--- src/rtl/door_latch_ctrl.sv ---
// -----------------------------------------------------------------------------
// door_latch_ctrl
//
// Downstream stage of the serial-code lock. Turns the lock's single-cycle
// unlock pulse into a timed latch-release window, watches the door sensor,
// and raises an alarm on forced entry or when the door is held open too long.
//
// Ports:
//   clk           in   system clock, rising edge
//   rst           in   asynchronous, active-low reset
//   unlock        in   single-cycle unlock pulse from the lock FSM
//   door_open     in   raw door sensor (1 = open), asynchronous to clk
//   ack           in   operator alarm acknowledge (level)
//   latch_release out  1 = latch solenoid energised (state RELEASE)
//   alarm         out  1 = alarm active (state ALARM)
//   state         out  debug view of the FSM state (00/01/10/11 =
//                      LOCKED/RELEASE/OPEN/ALARM)
//   unlock_count  out  [CNT_W-1:0] saturating count of accepted unlocks,
//                      present only when DOOR_LATCH_UNLOCK_COUNT_EN is defined
//
// Optional feature macro: DOOR_LATCH_UNLOCK_COUNT_EN
// -----------------------------------------------------------------------------
module door_latch_ctrl #(
  parameter int RELEASE_CYCLES  = 8,
  parameter int OPEN_MAX_CYCLES = 16,
  parameter int CNT_W           = 8
) (
  input  logic       clk,
  input  logic       rst,
  input  logic       unlock,
  input  logic       door_open,
  input  logic       ack,
  output logic       latch_release,
  output logic       alarm,
  output logic [1:0] state
`ifdef DOOR_LATCH_UNLOCK_COUNT_EN
  ,
  output logic [CNT_W-1:0] unlock_count
`endif
);

  localparam int MAX_CYCLES = (RELEASE_CYCLES > OPEN_MAX_CYCLES) ?
                              RELEASE_CYCLES : OPEN_MAX_CYCLES;
  localparam int TIMER_W    = $clog2(MAX_CYCLES) + 1;

  localparam logic [TIMER_W-1:0] RELEASE_LOAD = TIMER_W'(RELEASE_CYCLES - 1);
  localparam logic [TIMER_W-1:0] OPEN_LOAD    = TIMER_W'(OPEN_MAX_CYCLES - 1);

  typedef enum logic [1:0] {
    LOCKED  = 2'b00,
    RELEASE = 2'b01,
    OPEN    = 2'b10,
    ALARM   = 2'b11
  } state_t;

  state_t             state_q;
  logic [TIMER_W-1:0] timer;
  logic               sync_meta;
  logic               door_s;

  // Two-flop synchronizer for the asynchronous door sensor; the FSM only
  // ever looks at door_s.
  // NOTE: sequential state is always written with non-blocking assignments so
  // every flop samples pre-edge values regardless of statement order.
  always_ff @(posedge clk or negedge rst) begin
    if (!rst) begin
      sync_meta <= 1'b0;
      door_s    <= 1'b0;
    end else begin
      sync_meta <= door_open;
      door_s    <= sync_meta;
    end
  end

  // Main FSM. Outputs are registered alongside the state so each output is a
  // clean flop with no decode glitch; every branch that changes state also
  // sets the outputs that belong to the destination state.
  always_ff @(posedge clk or negedge rst) begin
    if (!rst) begin
      state_q       <= LOCKED;
      timer         <= '0;
      latch_release <= 1'b0;
      alarm         <= 1'b0;
    end else begin
      case (state_q)
        LOCKED: begin
          // Door seen open while locked is forced entry, even if an unlock
          // arrives in the same cycle.
          if (door_s) begin
            state_q <= ALARM;
            alarm   <= 1'b1;
          end else if (unlock) begin
            state_q       <= RELEASE;
            timer         <= RELEASE_LOAD;
            latch_release <= 1'b1;
          end
        end

        RELEASE: begin
          if (door_s) begin
            state_q       <= OPEN;
            timer         <= OPEN_LOAD;
            latch_release <= 1'b0;
          end else if (unlock) begin
            // Another valid code while waiting restarts the full window.
            timer <= RELEASE_LOAD;
          end else if (timer == '0) begin
            state_q       <= LOCKED;
            latch_release <= 1'b0;
          end else begin
            timer <= timer - 1'b1;
          end
        end

        OPEN: begin
          if (!door_s) begin
            state_q <= LOCKED;
          end else if (timer == '0) begin
            state_q <= ALARM;
            alarm   <= 1'b1;
          end else begin
            timer <= timer - 1'b1;
          end
        end

        ALARM: begin
          // Acknowledge only clears the alarm once the door is shut.
          if (ack && !door_s) begin
            state_q <= LOCKED;
            alarm   <= 1'b0;
          end
        end

        default: begin
          state_q       <= LOCKED;
          latch_release <= 1'b0;
          alarm         <= 1'b0;
        end
      endcase
    end
  end

  assign state = state_q;

`ifdef DOOR_LATCH_UNLOCK_COUNT_EN
  // Counts only LOCKED->RELEASE entries; window extensions are not new
  // unlocks. Saturates rather than wrapping.
  logic accept_unlock;
  assign accept_unlock = (state_q == LOCKED) && !door_s && unlock;

  always_ff @(posedge clk or negedge rst) begin
    if (!rst) begin
      unlock_count <= '0;
    end else if (accept_unlock && (unlock_count != {CNT_W{1'b1}})) begin
      unlock_count <= unlock_count + 1'b1;
    end
  end
`endif

endmodule

--- config.mk ---
export PLATFORM = sky130hd
export DESIGN_NAME = door_latch_ctrl
export DESIGN_NICKNAME = d
export VERILOG_FILES = /design/src/rtl/door_latch_ctrl.sv
export SDC_FILE = /design/constraint.sdc
export NUM_CORES = 1
export LEC_CHECK = 0
export ABC_AREA = 0
export BUFFER_PORTS_ARGS = -buffer_cell sky130_fd_sc_hd__buf_4
export CAP_MARGIN = 10
export CELL_PAD_IN_SITES_DETAIL_PLACEMENT = 0
export CELL_PAD_IN_SITES_GLOBAL_PLACEMENT = 1
export CORE_MARGIN = 3
export CORE_UTILIZATION = 43
export DETAILED_ROUTE_END_ITERATION = 8
export GPL_TIMING_DRIVEN = 0
export HOLD_SLACK_MARGIN = 0.1
export PLACE_DENSITY = 0.81
export REMOVE_ABC_BUFFERS = 1
export SETUP_SLACK_MARGIN = 0.2
export SYNTH_ARGS = -nofsm -noshare
export SYNTH_HDL_FRONTEND = slang
export SYNTH_SLANG_ARGS = --single-unit
--- constraint.sdc ---
create_clock -name clk -period 2.7 [get_ports clk]
set_clock_uncertainty 0.2 [all_clocks]
set_input_delay 0.54 -clock clk [delete_from_list [all_inputs] [get_ports clk]]
set_output_delay 0.54 -clock clk [all_outputs]
set_load 0.05 [all_outputs]
Word-level counts from Yosys, hierarchy flattened
Index checks and enable logic that the tools add are counted.
{"block": "totals", "ff_bits": 11}
{"block": "classes", "addsub": 1, "eq_ne": 13, "n_mux": 27, "reduce_logical": 11}
{"op": "5-bit 2-to-1 mux", "n": 6}
{"op": "2-bit 2-to-1 mux", "n": 8}
{"op": "5-bit case mux with 3 select lines", "n": 1}
{"op": "5-bit AND reduction", "n": 3}
{"op": "2-bit inequality test (second input constant)", "n": 6}
{"op": "3-bit inequality test (second input constant)", "n": 4}
{"op": "1-bit 2-to-1 mux", "n": 9}
{"op": "2-bit case mux with 4 select lines", "n": 1}
{"op": "3-bit nonzero test", "n": 2}
{"op": "5-bit zero test", "n": 1}
{"op": "5-bit by 1-bit subtractor with 5-bit output (second input constant)", "n": 1}
{"op": "2-bit == test (second input constant)", "n": 2}
{"op": "4-bit AND reduction", "n": 1}
{"op": "1-bit case mux with 3 select lines", "n": 1}
{"op": "2-bit by 1-bit == test with 1-bit output (second input constant)", "n": 1}
{"op": "2-bit zero test", "n": 1}
{"op": "1-bit case mux with 2 select lines", "n": 1}
{"op": "2-bit nonzero test", "n": 1}
{"op": "1-bit logical AND", "n": 1}
{"op": "1-bit zero test", "n": 1}

Logic depth before layout (Yosys ltp)
{"block": "depth", "word_depth": 5, "ltp_mapped": 7, "mapped_depth_nobuf": 6}

Worst setup path after synthesis
Ideal clock, no wire load.
{"block": "synth_timing", "path_type": "register to register", "startpoint": "register state_q[0], in the netlist state[0]", "endpoint": "register timer[0]", "setup_time_ns": 0.121, "arrival_time_ns": 1.941, "required_ns": 2.379, "path_slack_ns": 0.438, "stages_incl_launch_ff": 7, "path_buffers": 1, "period_less_slack_ns": 2.262, "cell_sequence": "dfrtp_1 inv_1 ha_1 clkbuf_2 a221oi_4 o21ai_2 a22o_1"}
{"block": "synth_via", "elab_chain_len": 3, "word_cells_on_any_way": 9, "classes_between": "eq/ne (5); mux (1); reduce/logical (3)"}
{"element": "from (decl)", "line_no": "56", "rtl": "state_t state_q;"}
{"element": "from (signal assigned)", "line_no": "80", "rtl": "state_q <= LOCKED;"}
{"element": "from (signal assigned)", "line_no": "90", "rtl": "state_q <= ALARM;"}
{"element": "from (signal assigned)", "line_no": "93", "rtl": "state_q <= RELEASE;"}
{"element": "2-bit == test, or another cell as far along", "line_no": "85", "rtl": "case (state_q)"}
{"element": "2-bit inequality test (no line) or 3-bit nonzero test (tied branches)"}
{"element": "4-bit AND reduction (no line)"}
{"element": "to (signal assigned)", "line_no": "111", "rtl": "timer <= timer - 1'b1;"}
{"element": "to (signal assigned)", "line_no": "122", "rtl": "timer <= timer - 1'b1;"}
{"element": "to (decl)", "line_no": "57", "rtl": "logic [TIMER_W-1:0] timer;"}
Parallel ways exist; a longest one is shown, timed or not.
A chain may end at the register's enable or synchronous reset.

Worst setup path in the final report
{"block": "layout_timing", "startpoint": "register state_q[0], in the netlist state[0]", "endpoint": "register timer[1]"}
The elaborated chain is that of the path after synthesis.

==> out/metrics.csv <==
metric,value,unit
signed area change from the synthesized netlist to the final layout,11.9,%
run status,"complete, no violations",
global-route usage over all layers,15.8,%
proportion of power drawn by flip-flops and latches,26.8,%
starting density of the core,47.9,%
placeable core region,1580,µm²
height of the die,47.9,µm
initial antenna violation count,0,
number of sinks driven by the clock tree,11,
Cells after Synth,75,
highest clock rate,485,MHz
Reg2Reg Depth,5,
worst-path cell chain,inv_1 -> ha_1 -> a221oi_4 -> o21ai_2 -> a22o_1,
number of register bits inferred by synthesis,11,
# port buffers,8,
mux cell area share after synthesis,2.82,%
clock root buffer master,clkbuf_4,
final worst hold slack,0.150,ns
power density normalized to cell area,1260,nW/µm²
clock buffers created by TritonCTS,3,
startpoint of the worst register-to-register path,state[0]$_DFFE_PN0P_,
worst reg2reg setup slack,0.64,ns
total number of vias,605,
"Clk Latency, worst-skew pair",0.27,ns
maximum number of pins on one net before global-route repair,12,
post-DR vias/cell,6.05,
Initial DRC Count,16,
part of the power in the clock network,10.9,%
worst voltage drop across the vdd grid,647,µV
wire length of the first global-routing pass,2490,µm
Worst Path Arrival,2.02,ns
ratio of final minimum period to clock period,76.3,%
final RePlAce weighted congestion,0.751,
average routed wire per standard cell,14.5,µm
pins over their slew limit,0,
sequential element share of the synthesized area,36.5,%
final standard cell utilization of the core,53.6,%
final setup vio count,0,
nature of the critical path startpoint,register,
horizontal extent of the die,47.9,µm
top post-synthesis cells by count,"11 x dfrtp_1, 7 x ha_1, 6 x inv_1",
clock buffer depth,2,
detailed-route wire length,1450,µm
worst max-slew margin expressed relative to the limit,67.3,%
post-detailed-placement half-perimeter wirelength,1090,µm
area of the die,2290,µm²
fraction of the mapped netlist area in simple logic gates,10.9,%
Adder-Cell Fraction of Synth Area,11.6,%
global route total overflow,0,
max-capacitance violation count,0,
compound-gate portion of the synthesized area,30.5,%
Hold Path Stages,0,
unrepaired setup endpoints after global routing,no,
boundary pin count,9,
required time at the endpoint of the critical path,2.66,ns
clock-pin slew on the worst setup and hold paths,0.07,ns
Synth warnings,0,
largest cells by area after synthesis,"dfrtp_1 36%, ha_1 12%, a221oi_4 3.5%",
Yosys top cell by area,dfrtp_1,
"Distinct cells, synth",33,
combinational family with the most area after synthesis,compound AO/OA/AOI/OAI gates,
clock tree from TritonCTS,done,
minimum clock period after layout,2.06,ns
Final Hold Vio Count,0,
post-synthesis average cell area,10.1,µm²
count of H-tree levels built during CTS,1,
endpoint of the worst hold-timing path,door_s$_DFF_PN0_,
largest fanout on the critical path,10,
detailed-router iteration count before antenna repair,4,
total number of nets in the final design,97,
Post-synth ARST share,100,%
post-synthesis cell area,754,µm²
net switching power,0.513,mW
slew at the pin closest to its max-slew limit,0.486,ns
type of the most critical hold path,reg2reg,
count of flip-flops with a built-in enable after synthesis,0,
xor and xnor area share after synthesis,0,%
leading register cell type out of synthesis,dfrtp_1,
share of layout cells above drive strength 1,20.2,%
vias in the first global route,584,
top cell type's share of synthesized area,36.5,%
endpoint type of the worst setup path,register,
critical register-to-register path endpoint,timer[1]$_DFFE_PN0P_,
source of the worst hold timing path,sync_meta$_DFF_PN0_,
total negative slack,0,ns
standard-cell rows,14,
Bufs and invs on worst path,1,
critical path's top delay family,compound AO/OA/AOI/OAI gates,
slowest cell on the critical path,a221oi_4,
DRC violation count after routing,0,
ant diodes,0,
switching share of power,48.4,%
total internal power,0.547,mW
relative contribution of combinational cells to total power,62.4,%
number of nets with antenna violations after routing,0,
maximum single-stage delay on the critical path,0.49,ns
leakage power of the design,0.368,nW
Critical Setup Path Class,reg2reg,
most instantiated library cell after synthesis,dfrtp_1,
## worst register-to-register path, stage by stage (launching register included)
cell and delay [ns]:
dfrtp_1 0.45, inv_1 0.10, ha_1 0.35, a221oi_4 0.49
o21ai_2 0.11, a22o_1 0.24
## sequential cells by signal, summed over array words and instances, names as in the netlist
name and count:
sync_meta 1, alarm 1, latch_release 1, state 2, timer 5, door_s 1
## cell usage in the layout, fill, tap and decap left out, drive strengths merged
| cell | synthesis | routed |
|---|---|---|
| a21boi | 1 | 1 |
| a21o | 2 | 2 |
| a21oi | 3 | 3 |
| a221oi | 2 | 2 |
| a22o | 2 | 2 |
| a22oi | 2 | 2 |
| a31oi | 1 | 1 |
| a32oi | 2 | 2 |
| buf | 2 | 8 |
| clkbuf | 2 | 4 |
| dfrtp | 11 | 11 |
| dlygate4sd3 | 0 | 1 |
| ha | 7 | 7 |
| inv | 7 | 7 |
| mux2 | 1 | 1 |
| mux2i | 1 | 1 |
| nand2b | 4 | 4 |
| nand3 | 2 | 2 |
| nor2 | 3 | 3 |
| nor2b | 2 | 2 |
| nor3 | 3 | 3 |
| o21ai | 6 | 6 |
| o221ai | 1 | 1 |
| o22ai | 2 | 2 |
| o311ai | 2 | 2 |
| o31ai | 2 | 2 |
| o41ai | 1 | 1 |
| or3 | 1 | 1 |
## worst max path at each step
stage                                    start  slack, ns                    to  cells past startpoint
final                     state[0]$_DFFE_PN0P_       0.64  timer[1]$_DFFE_PN0P_                      5
after global routing      state[0]$_DFFE_PN0P_       0.51  timer[1]$_DFFE_PN0P_                      5
after CTS                 state[0]$_DFFE_PN0P_       0.64  timer[0]$_DFFE_PN0P_                      5
after detailed placement  state[0]$_DFFE_PN0P_       0.65  timer[0]$_DFFE_PN0P_                      5
after global placement    state[0]$_DFFE_PN0P_       0.64  timer[0]$_DFFE_PN0P_                      5
after floorplan           state[0]$_DFFE_PN0P_       0.47  timer[0]$_DFFE_PN0P_                      5
## power groups by stage
stage          clock network, mW  logic, mW  registers, mW
5_1_grt                    0.123      0.745          0.294
3_3_place_gp                   0      0.663          0.284
3_5_place_dp                   0      0.662          0.288
2_1_floorplan                  0      0.436          0.357
6_report                   0.115      0.661          0.284
4_1_cts                    0.116      0.668          0.284
## stage by stage
stage          worst slack, ns  instance area (µm²)  cells  total power, mW
3_5_place_dp             0.653                  808     95            0.950
2_1_floorplan            0.474                  728     71            0.794
6_report                 0.640                  845    100             1.06
4_1_cts                  0.636                  845    100             1.07
5_1_grt                  0.507                  845    100             1.16
3_3_place_gp             0.642                  808     95            0.947
## metal layers
| metal | wire, µm | vias up | global-route usage, % |
|---|---|---|---|
| li1 | - | 299 | - |
| met2 | 631 | 10 | 23.0 |
| met3 | 54 | 5 | 3.38 |
| met4 | 29 | 0 | 8.06 |
| met1 | 736 | 291 | 22.0 |
| met5 | 0 | - | 0 |
## repair_timing
| action | 4_1_cts | 5_1_grt |
|---|---|---|
| hold buffers | 1 | 0 |
| setup buffers | 0 | 0 |
| gates resized for setup | 0 | 0 |
| hold endpoints to repair | 11 | 0 |
| setup endpoints to repair | 0 | 0 |
## area by class of cell
class	instances	area, µm²
flip-flops and latches	11	275
multi-input cells	53	422
inverters	7	31.3
repair buffers	9	70.1
fillers	144	732
clock buffers	4	26.3
well taps	16	20.0
## logic make-up after synthesis
kind of cell	count (synthesis)
buf+inv	11
compound gates	29
flops	11
simple gates	15
mux	2
fa+ha+maj	7
(Power assumes the default switching activity.)
